$ cat src/rtl/perm_unload.sv
// Keccak state unloader: scans the 5x5 lane memory and streams 25 lanes
// out over the push/stop lane protocol, honouring stopout backpressure.
module perm_unload #(
  parameter int unsigned W     = 64,
  parameter int unsigned ORDER = 0
) (
  input  logic         clk,
  input  logic         rst,
  input  logic         start,
  output logic         busy,
  output logic         done,
  output logic [2:0]   mrx,
  output logic [2:0]   mry,
  input  logic [W-1:0] mrd,
  output logic         pushout,
  input  logic         stopout,
  output logic         firstout,
  output logic [W-1:0] dout
);

  typedef enum logic [1:0] {IDLE, RUN, DRAIN} state_t;

  state_t      state, state_nx;
  logic [2:0]  x, y;
  logic [2:0]  x_nx, y_nx;
  logic [4:0]  cnt;
  logic        may_load;
  logic        last_load;

  assign may_load  = !pushout || !stopout;
  assign last_load = (cnt == 5'd24);

  // Scan-order step; the (4,4) overflow value is never stored, last_load forces (0,0).
  always_comb begin
    x_nx = x;
    y_nx = y;
    if (ORDER == 0) begin
      if (x == 3'd4) begin
        x_nx = '0;
        y_nx = y + 3'd1;
      end else begin
        x_nx = x + 3'd1;
      end
    end else begin
      if (y == 3'd4) begin
        y_nx = '0;
        x_nx = x + 3'd1;
      end else begin
        y_nx = y + 3'd1;
      end
    end
  end

  always_ff @(posedge clk) begin
    if (rst) state <= IDLE;
    else     state <= state_nx;
  end

  always_comb begin
    state_nx = state;
    case (state)
      IDLE:    if (start) state_nx = RUN;
      RUN:     if (may_load && last_load) state_nx = DRAIN;
      DRAIN:   if (pushout && !stopout) state_nx = IDLE;
      default: state_nx = IDLE;
    endcase
  end

  always_comb begin
    busy = (state != IDLE);
    mrx  = x;
    mry  = y;
  end

  always_ff @(posedge clk) begin
    if (rst) begin
      pushout  <= 1'b0;
      firstout <= 1'b0;
      dout     <= '0;
      done     <= 1'b0;
      x        <= '0;
      y        <= '0;
      cnt      <= '0;
    end else begin
      done <= 1'b0;
      case (state)
        IDLE: begin
          if (start) begin
            dout     <= mrd;
            firstout <= 1'b1;
            pushout  <= 1'b1;
            cnt      <= 5'd1;
            x        <= x_nx;
            y        <= y_nx;
          end
        end
        RUN: begin
          if (may_load) begin
            dout     <= mrd;
            firstout <= 1'b0;
            pushout  <= 1'b1;
            cnt      <= cnt + 5'd1;
            if (last_load) begin
              x <= '0;
              y <= '0;
            end else begin
              x <= x_nx;
              y <= y_nx;
            end
          end
        end
        DRAIN: begin
          if (pushout && !stopout) begin
            pushout  <= 1'b0;
            firstout <= 1'b0;
            done     <= 1'b1;
            cnt      <= '0;
          end
        end
        default: ;
      endcase
    end
  end

endmodule

$ cat config.mk
export PLATFORM = sky130hd
export DESIGN_NAME = perm_unload
export DESIGN_NICKNAME = d
export VERILOG_FILES = /design/src/rtl/perm_unload.sv
export SDC_FILE = /design/constraint.sdc
export NUM_CORES = 1
export LEC_CHECK = 0
export CAP_MARGIN = 25
export CORE_ASPECT_RATIO = 1.5
export CORE_UTILIZATION = 35
export CTS_BUF_LIST = sky130_fd_sc_hd__clkbuf_16
export CTS_CLUSTER_DIAMETER = 200
export DETAILED_ROUTE_END_ITERATION = 8
export MAX_ROUTING_LAYER = met4
export PLACE_DENSITY = 0.68
export SLEW_MARGIN = 5
export SYNTH_ARGS = -nofsm -noshare
export SYNTH_HDL_FRONTEND = slang
export SYNTH_SLANG_ARGS = --single-unit
export TNS_END_PERCENT = 30
$ cat constraint.sdc
create_clock -name clk -period 2.1 [get_ports clk]
set_input_delay 0.315 -clock clk [delete_from_list [all_inputs] [get_ports clk]]
set_output_delay 0.315 -clock clk [all_outputs]
set_load 0.02 [all_outputs]
==> results of run 1 <==
## where the power goes
group / switching (mW) / internal, mW / leakage [nW]
logic: 0.821 / 0.712 / 1.12
registers: 0.104 / 1.71 / 0.658
clock network: 0.572 / 1.02 / 0.152
total: 1.50 / 3.44 / 1.93
## worst max-delay path, stage by stage, from the launching register on
cell and delay (ns):
dfxtp_1 0.38, inv_1 0.10, ha_1 0.22, a21o_1 0.22, a211o_1 0.37, or4_1 0.49, a31oi_1 0.17
## cells by family after synthesis
logic type | Yosys count | share of synthesized area (%)
AOI/OAI and AO/OA | 94 | 16.5
adders and majority gates | 10 | 4.07
buffers and inverters | 33 | 4.12
DFF | 80 | 52.2
muxes | 1 | 0.326
and+or+nand+nor | 169 | 22.8
## cell usage after synthesis
cell type and count:
a311oi_2 1, nand2b_1 4, buf_2 2, and2b_1 1, dfxtp_1 80, ha_1 10
a31oi_1 1, and2_1 1, inv_1 8, nand2_1 137, nor2_1 7, nand4_1 3
o21ai_0 6, nor3_1 1, and3_1 1, nand4b_1 1, nor3b_1 2, o21ba_2 1
and4b_1 1, a211o_1 1, a211oi_1 4, a21o_1 1, a21oi_1 78, a311o_1 1
nor2b_1 1, nand3_1 7, or4_1 2, mux2i_1 1, clkbuf_1 23
## area by class of cell
cell class / instances / area, um^2
Fill cell: 786 / 3470
Sequential cell: 80 / 1600
Timing Repair Buffer: 155 / 1570
Multi-Input combinational cell: 274 / 1360
Clock buffer: 9 / 225
Tap cell: 107 / 134
Clock inverter: 6 / 76.3
Inverter: 8 / 30.0
## how the worst max path moves through the flow
| stage | startpoint | end | slack (ns) | cells after the start |
|---|---|---|---|---|
| floorplan | state[0] | cnt[4] | 0.26 | 6 |
| global placement | start | cnt[4] | 0.08 | 5 |
| detailed placement | start | cnt[4] | 0.06 | 5 |
| CTS | state[1] | busy | 0.08 | 4 |
| global route | state[1] | cnt[4] | -0.009 | 6 |
| finish | state[1] | cnt[4] | 0.07 | 6 |
## stage by stage
stage | hold WS, ns | setup TNS (ns)
floorplan | 0.451 | 0
global placement | 0.442 | 0
detailed placement | 0.446 | 0
CTS | 0.351 | 0
global route | 0.365 | -0.0138
finish | 0.360 | 0
## flip-flops by register name (all words and copies together), names as in the netlist
signal and count:
cnt 5, done 1, state 2, mrx 3
pushout 1, firstout 1, dout 64, mry 3
## per-layer routing
metal  global-route usage (%)  part of all wire, %  vias to the layer above
met1                     21.9                   40                     1400
li1                         -                    -                     1555
met5                        -                    0                        -
met2                     32.1                   53                       83
met4                     11.0                  3.2                        0
met3                     3.75                  3.7                       21
## what timing repair did
action,4_1_cts,5_1_grt
setup buffers,0,1
gates resized for setup,0,1
endpoints found under the setup margin,0,5
==> metrics.csv, run 1 <==
stage,metric,value,unit
die,fp-row-count,41,
power,p_per_area,989,mW/mm^2
final_layout,area_delta_synth_final,62.6,%
min_path,min_from,rst,
clock_network,root_buffer,clkbuf_16,
power,ir_drop,0.506,mV
die,dieArea,0.00916,mm^2
global_route,grt_pass1_wl,13.2,mm
routing,vias,3059,
final_layout,drive_gt1_share,5.64,%
routing,drtAntennaViolNets,0,
placed_design,hpwl,6.03,mm
timing,max_freq,494,MHz
placed_design,dpl_cell_area,0.00465,mm^2
run,cap_viol_max_count,0,
logic_synthesis,synth.net_count,465,
timing,hold_viol,0,
timing,final_max_slew_viol_count,0,
timing,slew_headroom,75.5,%
routing,vias_per_cell,4.79,
routing,drc,0,
global_route,grt_pass1_vias,2737,
die,ios,142,
logic_synthesis,synth-seq-cells,80,
routing,avgRoutedWirePerCell,13.5,um
min_path,worstHoldPathType,primary input to flip-flop,
logic_synthesis,yosysUniqueCellTypes,29,
placed_design,port_buffers,141,
timing,min_period_over_period,96.5,%
critical_path,critPathArrivalTime,2.28,ns
logic_synthesis,syn_inst,387,
critical_path,critPathLaunchType,flip-flop,
global_route,overflow,0,
die,die_w,78.5,um
clock_network,clk_latency,0.33,ns
power,p_leak,1.93,nW
critical_path,crit_fanout,6,
clock_network,clkSlewWorstSetupHoldPaths,0.06,ns
routing,drt_pre_antenna_iters,4,
logic_synthesis,synth.area.top_cells,"dfxtp_1 52%, nand2_1 17%, a21oi_1 13%",
logic_synthesis,ys_warn_count,0,
timing,fin_skew,0.00481,ns
timing,rsz0062_at_grt,true,
final_layout,layoutNonFillerInstCount,639,
logic_synthesis,synth_area_per_cell,7.93,um^2
global_route,antenna_found_initial,0,
logic_synthesis,synth_seq_area_share,52.2,%
clock_network,cts_max_level,3,
power,totalPowerFinal,4.94,mW
clock_network,cts_inserted_buffers,9,
final_layout,utilization,59.0,%
critical_path,endpoint_kind,flip-flop,
global_route,grt_start_max_net_pins,51,
min_path,whs_endpoint,dout[36],
timing,min_period,2.03,ns
critical_path,setup.worst_path.class,flip-flop to flip-flop,
routing,drtIter0Drc,149,
final_layout,antenna_cells,0,
critical_path,reg2reg_setup_slack,0.07,ns
die,core,0.00846,mm^2
critical_path,r2r_end,cnt[4],
global_route,grt_usage,19.4,%
die,initial_utilization,36.3,%
timing,finalWorstSetupSlack,0.0739,ns
clock_network,clockBufferDepth,2,
placed_design,placedCellCount,622,
run_status,outcome,"complete, no violations",
routing,drt-total-wl,8.66,mm
placed_design,pre_cts_ws,0.0620,ns
critical_path,regToRegStartpoint,state[1],
logic_synthesis,yosys.area.top_type_share,52.2,%
final_layout,layout_common_cells,"140 x clkdlybuf4s50_1, 137 x nand2_1, 80 x dfxtp_1",
min_path,whs_path_depth,2,
timing,setup_violations,0,
timing,tightest_slew,0.368,ns
final_layout,layout_commonest_cell,clkdlybuf4s50_1,
final_layout,fin_nets,606,
critical_path,rr_worst_depth,6,
critical_path,cp.required,2.35,ns
logic_synthesis,syn_area,0.00307,mm^2
clock_network,ctsHoldBuffers,0,
die,die_height,117,um
placed_design,place.gp.congestion,0.828,
logic_synthesis,synth_largest_area_cell,dfxtp_1,
clock_network,cts_tree,done,
final_layout,design_area,0.00499,mm^2
clock_network,clkSinkCount,80,
No activity file was read; power rests on OpenSTA's default activity.
==> run 2, diff against run 1 <==
--- a/config.mk
+++ b/config.mk
@@ -6,7 +6,7 @@
 export NUM_CORES = 1
 export LEC_CHECK = 0
 export CAP_MARGIN = 25
-export CORE_ASPECT_RATIO = 1.5
+export CORE_ASPECT_RATIO = 0.7
 export CORE_UTILIZATION = 35
 export CTS_BUF_LIST = sky130_fd_sc_hd__clkbuf_16
 export CTS_CLUSTER_DIAMETER = 200
==> constraint.sdc (replaced) <==
create_clock -name clk -period 2.1 [get_ports clk]
set_input_delay 0.525 -clock clk [delete_from_list [all_inputs] [get_ports clk]]
set_output_delay 0.525 -clock clk [all_outputs]
set_load 0.02 [all_outputs]
==> run 2 against run 1 <==
Net effect:
- maximum frequency is 1.3% higher
- die area about the same
- count of clock-buffer cells in the layout unchanged
- clock power increased by 10%
- total power is 4.1% higher
- non-clock buffer count increased by 4
- utilization rose by 1.2 points
- critical path type is now flip-flop to primary output
- critical endpoint is now pushout
- largest power group unchanged
==> metrics.csv, run 2 (same netlist as run 1, synthesis figures left out) <==
stage,metric,value,unit,change
run_status,outcome,"complete, no violations",,
clock_network,root_buffer,clkbuf_16,,
power,totalPowerFinal,5.14,mW,+4.1%
global_route,antenna_found_initial,0,,unchanged
timing,final_max_slew_viol_count,0,,unchanged
placed_design,place.gp.congestion,0.783,,-5.4%
routing,drc,0,,unchanged
clock_network,clockBufferDepth,2,,unchanged
timing,setup_violations,0,,unchanged
power,power_frac_clock,34.1,%,+1.9 points
die,initial_utilization,36.2,%,-0.059 points
routing,drt-total-wl,8.42,mm,-2.8%
run,cap_viol_max_count,0,,unchanged
final_layout,largest_registers,"dout: 64 flops, cnt: 5 flops",,
clock_network,clkSlewWorstSetupHoldPaths,0.06,ns,about the same
timing,fin_skew,0.00683,ns,+0.00202 ns
timing,rsz0062_at_grt,false,,
clock_network,post_cts_buffers,0,,unchanged
final_layout,drive_gt1_share,7.26,%,+1.6 points
power,p_seq_share,35.3,%,-1.4 points
die,ios,142,,unchanged
power,ir_drop,0.613,mV,+21%
routing,drtAntennaViolNets,0,,unchanged
final_layout,antenna_cells,0,,unchanged
critical_path,critPathLaunchType,flip-flop,,
final_layout,largest_register_ffs,64,,unchanged
routing,vias,3044,,-0.49%
clock_network,ctsHoldBuffers,0,,unchanged
clock_network,cts_inserted_buffers,9,,unchanged
power,p_sw,1.52,mW,+1.6%
final_layout,layout_common_cells,"139 x clkdlybuf4s50_1, 137 x nand2_1, 79 x dfxtp_1",,
power,p_sw_share,29.6,%,-0.72 points
critical_path,regToRegStartpoint,state[1],,
timing,slew_headroom,75.9,%,+0.37 points
routing,avgRoutedWirePerCell,12.8,um,-5.5%
power,comb_power_share,30.6,%,-0.5 points
global_route,grt_pass1_wl,13.2,mm,+0.27%
timing,finalWorstSetupSlack,0.100,ns,+0.0264 ns
final_layout,area_delta_synth_final,66.3,%,
die,dieArea,0.00916,mm^2,about the same
routing,drt_pre_antenna_iters,4,,unchanged
final_layout,regMostFlops,dout,,
power,p_leak,1.97,nW,+2.1%
critical_path,critPathArrivalTime,1.47,ns,-0.81 ns
timing,hold_viol,0,,unchanged
clock_network,cts_tree,done,,
min_path,worstHoldPathType,flip-flop to flip-flop,,
critical_path,path_cells,clkdlybuf4s50_1,,
critical_path,critical-path-slowest-cell,clkdlybuf4s50_1,,
final_layout,fin_nets,610,,+0.66%
placed_design,pre_cts_ws,-0.131,ns,-0.193 ns
final_layout,layout_commonest_cell,clkdlybuf4s50_1,,
power,internal-power,3.62,mW,+5.1%
critical_path,slowest_delay,0.66,ns,+0.17 ns
routing,drtIter0Drc,102,,-32%
critical_path,endpoint_kind,primary output,,
placed_design,port_buffers,141,,unchanged
timing,min_period,2.00,ns,-0.0264 ns
die,die_w,114,um,+45%
die,die_height,80.4,um,-31%
critical_path,setup.worst_path.class,flip-flop to primary output,,
routing,vias_per_cell,4.63,,-3.2%
power,p_per_area,1010,mW/mm^2,+1.7%
critical_path,cp.required,1.57,ns,-0.78 ns
min_path,min_from,dout[9],,
placed_design,hpwl,6.01,mm,-0.29%
critical_path,setup.worst_path.start,pushout,,
clock_network,clkSinkCount,80,,unchanged
global_route,grt_pass1_vias,2826,,+3.3%
timing,min_period_over_period,95.2,%,-1.3 points
timing,tightest_slew,0.362,ns,-0.00562 ns
critical_path,cp_num_buf_inv,1,,unchanged
critical_path,crit_fanout,6,,unchanged
clock_network,clk_latency,0.33,ns,about the same
global_route,grt_start_max_net_pins,32,,-37%
global_route,grt_usage,19.2,%,-0.23 points
timing,max_freq,500,MHz,+1.3%
die,fp-row-count,28,,-32%
critical_path,critical-path-top-delay-family,buffers and inverters,,
final_layout,design_area,0.00511,mm^2,+2.3%
placed_design,dpl_cell_area,0.00477,mm^2,+2.4%
clock_network,cts_max_level,3,,unchanged
die,core,0.00848,mm^2,+0.16%
global_route,overflow,0,,unchanged
[run 2: cell type report]
cell class,count,area [um^2]
clock buffers,9,225
clock inverters,7,110
fillers,792,3370
inverters,8,30.0
multi-input cells,274,1360
flip-flops and latches,80,1600
well taps,120,150
repair buffers,159,1630
[run 2: routing by layer]
layer / GRT usage, % / routed length [um]
met5: - / 0
met4: 6.62 / 87
met3: 7.02 / 656
met2: 29.1 / 3720
met1: 23.6 / 3950
[run 2: per-stage QoR]
stage               hold WS (ns)  std cells  TNS [ns]  utilization, %
floorplan                  0.462        387         0               -
global placement           0.440        641     -6.06            56.2
detailed placement         0.447        641     -6.75            56.2
CTS                        0.454        657         0            60.2
global route               0.465        657         0            60.2
finish                     0.453        657         0            60.2
[run 2: power groups by stage]
stage | combinational [mW] | clock (mW) | sequential, mW
2_1_floorplan | 0.544 | 0 | 2.06
3_3_place_gp | 1.56 | 0 | 1.84
3_5_place_dp | 1.58 | 0 | 1.85
4_1_cts | 1.59 | 1.79 | 1.82
5_1_grt | 1.71 | 1.86 | 1.84
6_report | 1.57 | 1.75 | 1.81
[run 2: worst min-delay path: stages, from the launching register on]
cell	delay, ns
dfxtp_1	0.30
nand2_1	0.05
a21oi_1	0.05
[run 2: repair_timing]
item / 4_1_cts / 5_1_grt
gates resized for setup: 1 / 3
cloned: 0 / 0
setup endpoints to repair: 1 / 3
hold endpoints to repair: 0 / 0
[run 2: path summary, 6_finish.rpt]
path | depth (start not counted) | end | slack, ns
setup / recovery | 1 | pushout | 0.10
hold / removal | 2 | dout[9] | 0.45
setup reg to reg | 6 | cnt[4] | 0.12
hold reg to reg | 2 | dout[9] | 0.45
==> run 3, diff against run 2 <==
--- a/config.mk
+++ b/config.mk
@@ -7,12 +7,12 @@
 export LEC_CHECK = 0
 export CAP_MARGIN = 25
 export CORE_ASPECT_RATIO = 0.7
-export CORE_UTILIZATION = 35
+export CORE_UTILIZATION = 41
 export CTS_BUF_LIST = sky130_fd_sc_hd__clkbuf_16
 export CTS_CLUSTER_DIAMETER = 200
 export DETAILED_ROUTE_END_ITERATION = 8
 export MAX_ROUTING_LAYER = met4
-export PLACE_DENSITY = 0.68
+export PLACE_DENSITY = 0.78
 export SLEW_MARGIN = 5
 export SYNTH_ARGS = -nofsm -noshare
 export SYNTH_HDL_FRONTEND = slang
==> run 3 against run 2 <==
Net effect:
- non-clock buffer count is 3 higher
- register-to-register slack about the same
- global-route usage grew 4.2 points
- worst setup slack gained 0.0056 ns
- via count increased by 0.46%
- sequential share of layout area rose by 0.24 points
- sequential power barely moved
- critical path depth increased by 5
- final cell count down 3.5%
- critical path type is now flip-flop to flip-flop
- largest power group unchanged
==> metrics.csv, run 3 (same netlist as run 1, synthesis figures left out) <==
stage,metric,value,unit,change
timing,final_max_slew_viol_count,0,,unchanged
routing,drt_pre_antenna_iters,4,,unchanged
timing,min_period_over_period,95.0,%,-0.26 points
die,die_w,105,um,-7.5%
die,dieArea,0.00784,mm^2,-14%
critical_path,endpoint_kind,flip-flop,,
global_route,globalRouteMet3Util,8.59,%,+1.6 points
critical_path,critical-path-slowest-cell,or4_1,,
critical_path,critPathLaunchType,flip-flop,,
timing,holdWs,0.451,ns,-0.00171 ns
die,core,0.00701,mm^2,-17%
final_layout,regMostFlops,dout,,
final_layout,multiInputGateArea,0.00136,mm^2,about the same
final_layout,largest_registers,"dout: 64 flops, cnt: 5 flops",,
power,p_per_area,990,mW/mm^2,-1.6%
power,power_frac_clock,32.2,%,-1.9 points
die,die_height,74.4,um,-7.4%
run_status,outcome,"complete, no violations",,
timing,fin_skew,0.00421,ns,-0.00262 ns
timing,min_period,1.99,ns,-0.00556 ns
die,initial_utilization,43.8,%,+7.6 points
placed_design,pre_cts_ws,-0.139,ns,-0.00763 ns
timing,finalSetupTns,0,ns,unchanged
power,totalPowerFinal,5.01,mW,-2.4%
final_layout,fillCellCount,569,,-28%
final_layout,drive_gt1_share,7.78,%,+0.52 points
clock_network,cts_max_level,3,,unchanged
routing,drtIter0Drc,119,,+17%
run,cap_viol_max_count,0,,unchanged
global_route,busiest_layer,met2,,
global_route,grt_pass1_wl,13.8,mm,+4.3%
timing,setup_violations,0,,unchanged
final_layout,area_delta_synth_final,64.9,%,
global_route,grt_use_met2,36.4,%,+7.3 points
final_layout,design_area,0.00506,mm^2,-0.83%
routing,drtAntennaViolNets,0,,unchanged
final_layout,largest_register_ffs,64,,unchanged
die,fp-row-count,25,,-11%
final_layout,utilization,72.3,%,+12 points
critical_path,cp.required,2.35,ns,+0.78 ns
global_route,grt_usage,23.3,%,+4.2 points
global_route,overflow,0,,unchanged
routing,vias_per_cell,4.82,,+4.1%
final_layout,layout_common_cells,"139 x clkdlybuf4s50_1, 137 x nand2_1, 80 x dfxtp_1",,
final_layout,layout_commonest_cell,clkdlybuf4s50_1,,
timing,max_freq,501,MHz,+0.28%
clock_network,ctsHoldBuffers,0,,unchanged
clock_network,clockBufferDepth,2,,unchanged
power,p_sw_share,30.2,%,+0.61 points
placed_design,port_buffers,141,,unchanged
critical_path,setup.worst_path.class,flip-flop to flip-flop,,
clock_network,root_buffer,clkbuf_16,,
clock_network,clk_latency,0.32,ns,about the same
routing,drc,0,,unchanged
global_route,grt_util_met1,28.4,%,+4.8 points
placed_design,placedCellCount,617,,-3.7%
critical_path,crit_fanout,4,,-2
clock_network,clkSinkCount,80,,unchanged
power,ir_drop,0.609,mV,-0.68%
placed_design,hpwl,6.32,mm,+5.1%
routing,drt-total-wl,8.54,mm,+1.4%
power,comb_power_share,31.5,%,+0.9 points
clock_network,cts_tree,done,,
final_layout,layoutNonFillerInstCount,634,,-3.5%
routing,vias,3058,,+0.46%
final_layout,seqCellArea,0.00160,mm^2,about the same
global_route,antenna_found_initial,0,,unchanged
power,p_leak,1.97,nW,+0.22%
critical_path,path_cells,"inv_1, ha_1, and2b_2, a211o_1, or4_1, a21oi_1",,
timing,tightest_slew,0.324,ns,-0.0385 ns
power,internal-power,3.50,mW,-3.2%
power,p_sw,1.52,mW,-0.37%
clock_network,cts_inserted_buffers,9,,unchanged
timing,hold_viol,0,,unchanged
clock_network,clkSlewWorstSetupHoldPaths,0.06,ns,about the same
final_layout,fin_nets,613,,+0.49%
critical_path,critical-path-top-delay-family,simple AND/OR/NAND/NOR gates,,
critical_path,slowest_delay,0.51,ns,-0.15 ns
timing,slew_headroom,78.4,%,+2.6 points
timing,finalWorstSetupSlack,0.106,ns,+0.00556 ns
min_path,worstHoldPathType,flip-flop to flip-flop,,
critical_path,cp_num_buf_inv,1,,unchanged
global_route,grt_pass1_vias,2887,,+2.2%
power,p_seq_share,36.3,%,+1.0 points
critical_path,critPathArrivalTime,2.25,ns,+0.78 ns
global_route,grt_start_max_net_pins,33,,+3.1%
routing,avgRoutedWirePerCell,13.5,um,+5.1%
final_layout,antenna_cells,0,,unchanged
die,ios,142,,unchanged
placed_design,dpl_cell_area,0.00474,mm^2,-0.63%
placed_design,place.gp.congestion,0.844,,+7.7%
[run 3: worst paths after layout]
check             slack, ns     start  cells after the start  endpoint
setup reg to reg       0.11  state[1]                      6    cnt[3]
hold / removal         0.45  dout[61]                      2  dout[61]
setup / recovery       0.11  state[1]                      6    cnt[3]
hold reg to reg        0.45  dout[61]                      2  dout[61]
[run 3: timing repair]
action | in CTS | in global routing
resized for setup | 1 | 4
endpoints found under the setup margin | 1 | 25
pin swaps | 0 | 1
setup buffers | 0 | 1
[run 3: cell type report]
class | instances | area share [%]
timing repair buffer | 162 | 32.4
sequential | 80 | 31.6
multi-input combinational | 274 | 26.9
clock buffer | 9 | 4.45
tap | 94 | 2.32
clock inverter | 7 | 1.70
inverter | 8 | 0.593
[run 3: worst reg2reg max path, delay by kind of cell, from the launching register on]
kind,cells,cell delay (ns)
AOI/OAI and AO/OA,2,0.41
DFF,1,0.40
buffers and inverters,1,0.10
and+or+nand+nor,2,0.77
adders and majority gates,1,0.24
[run 3: per-layer routing]
metal	up-vias	part of all wire [%]
met5	-	0
met4	0	1.0
met3	8	8.0
met2	104	45
met1	1371	46
li1	1575	-
[run 3: power by group through the flow]
stage / logic [mW] / clock network, mW / registers (mW)
2_1_floorplan: 0.544 / 0 / 2.06
3_3_place_gp: 1.54 / 0 / 1.85
3_5_place_dp: 1.57 / 0 / 1.85
4_1_cts: 1.57 / 1.65 / 1.82
5_1_grt: 1.72 / 1.72 / 1.85
6_report: 1.58 / 1.61 / 1.82
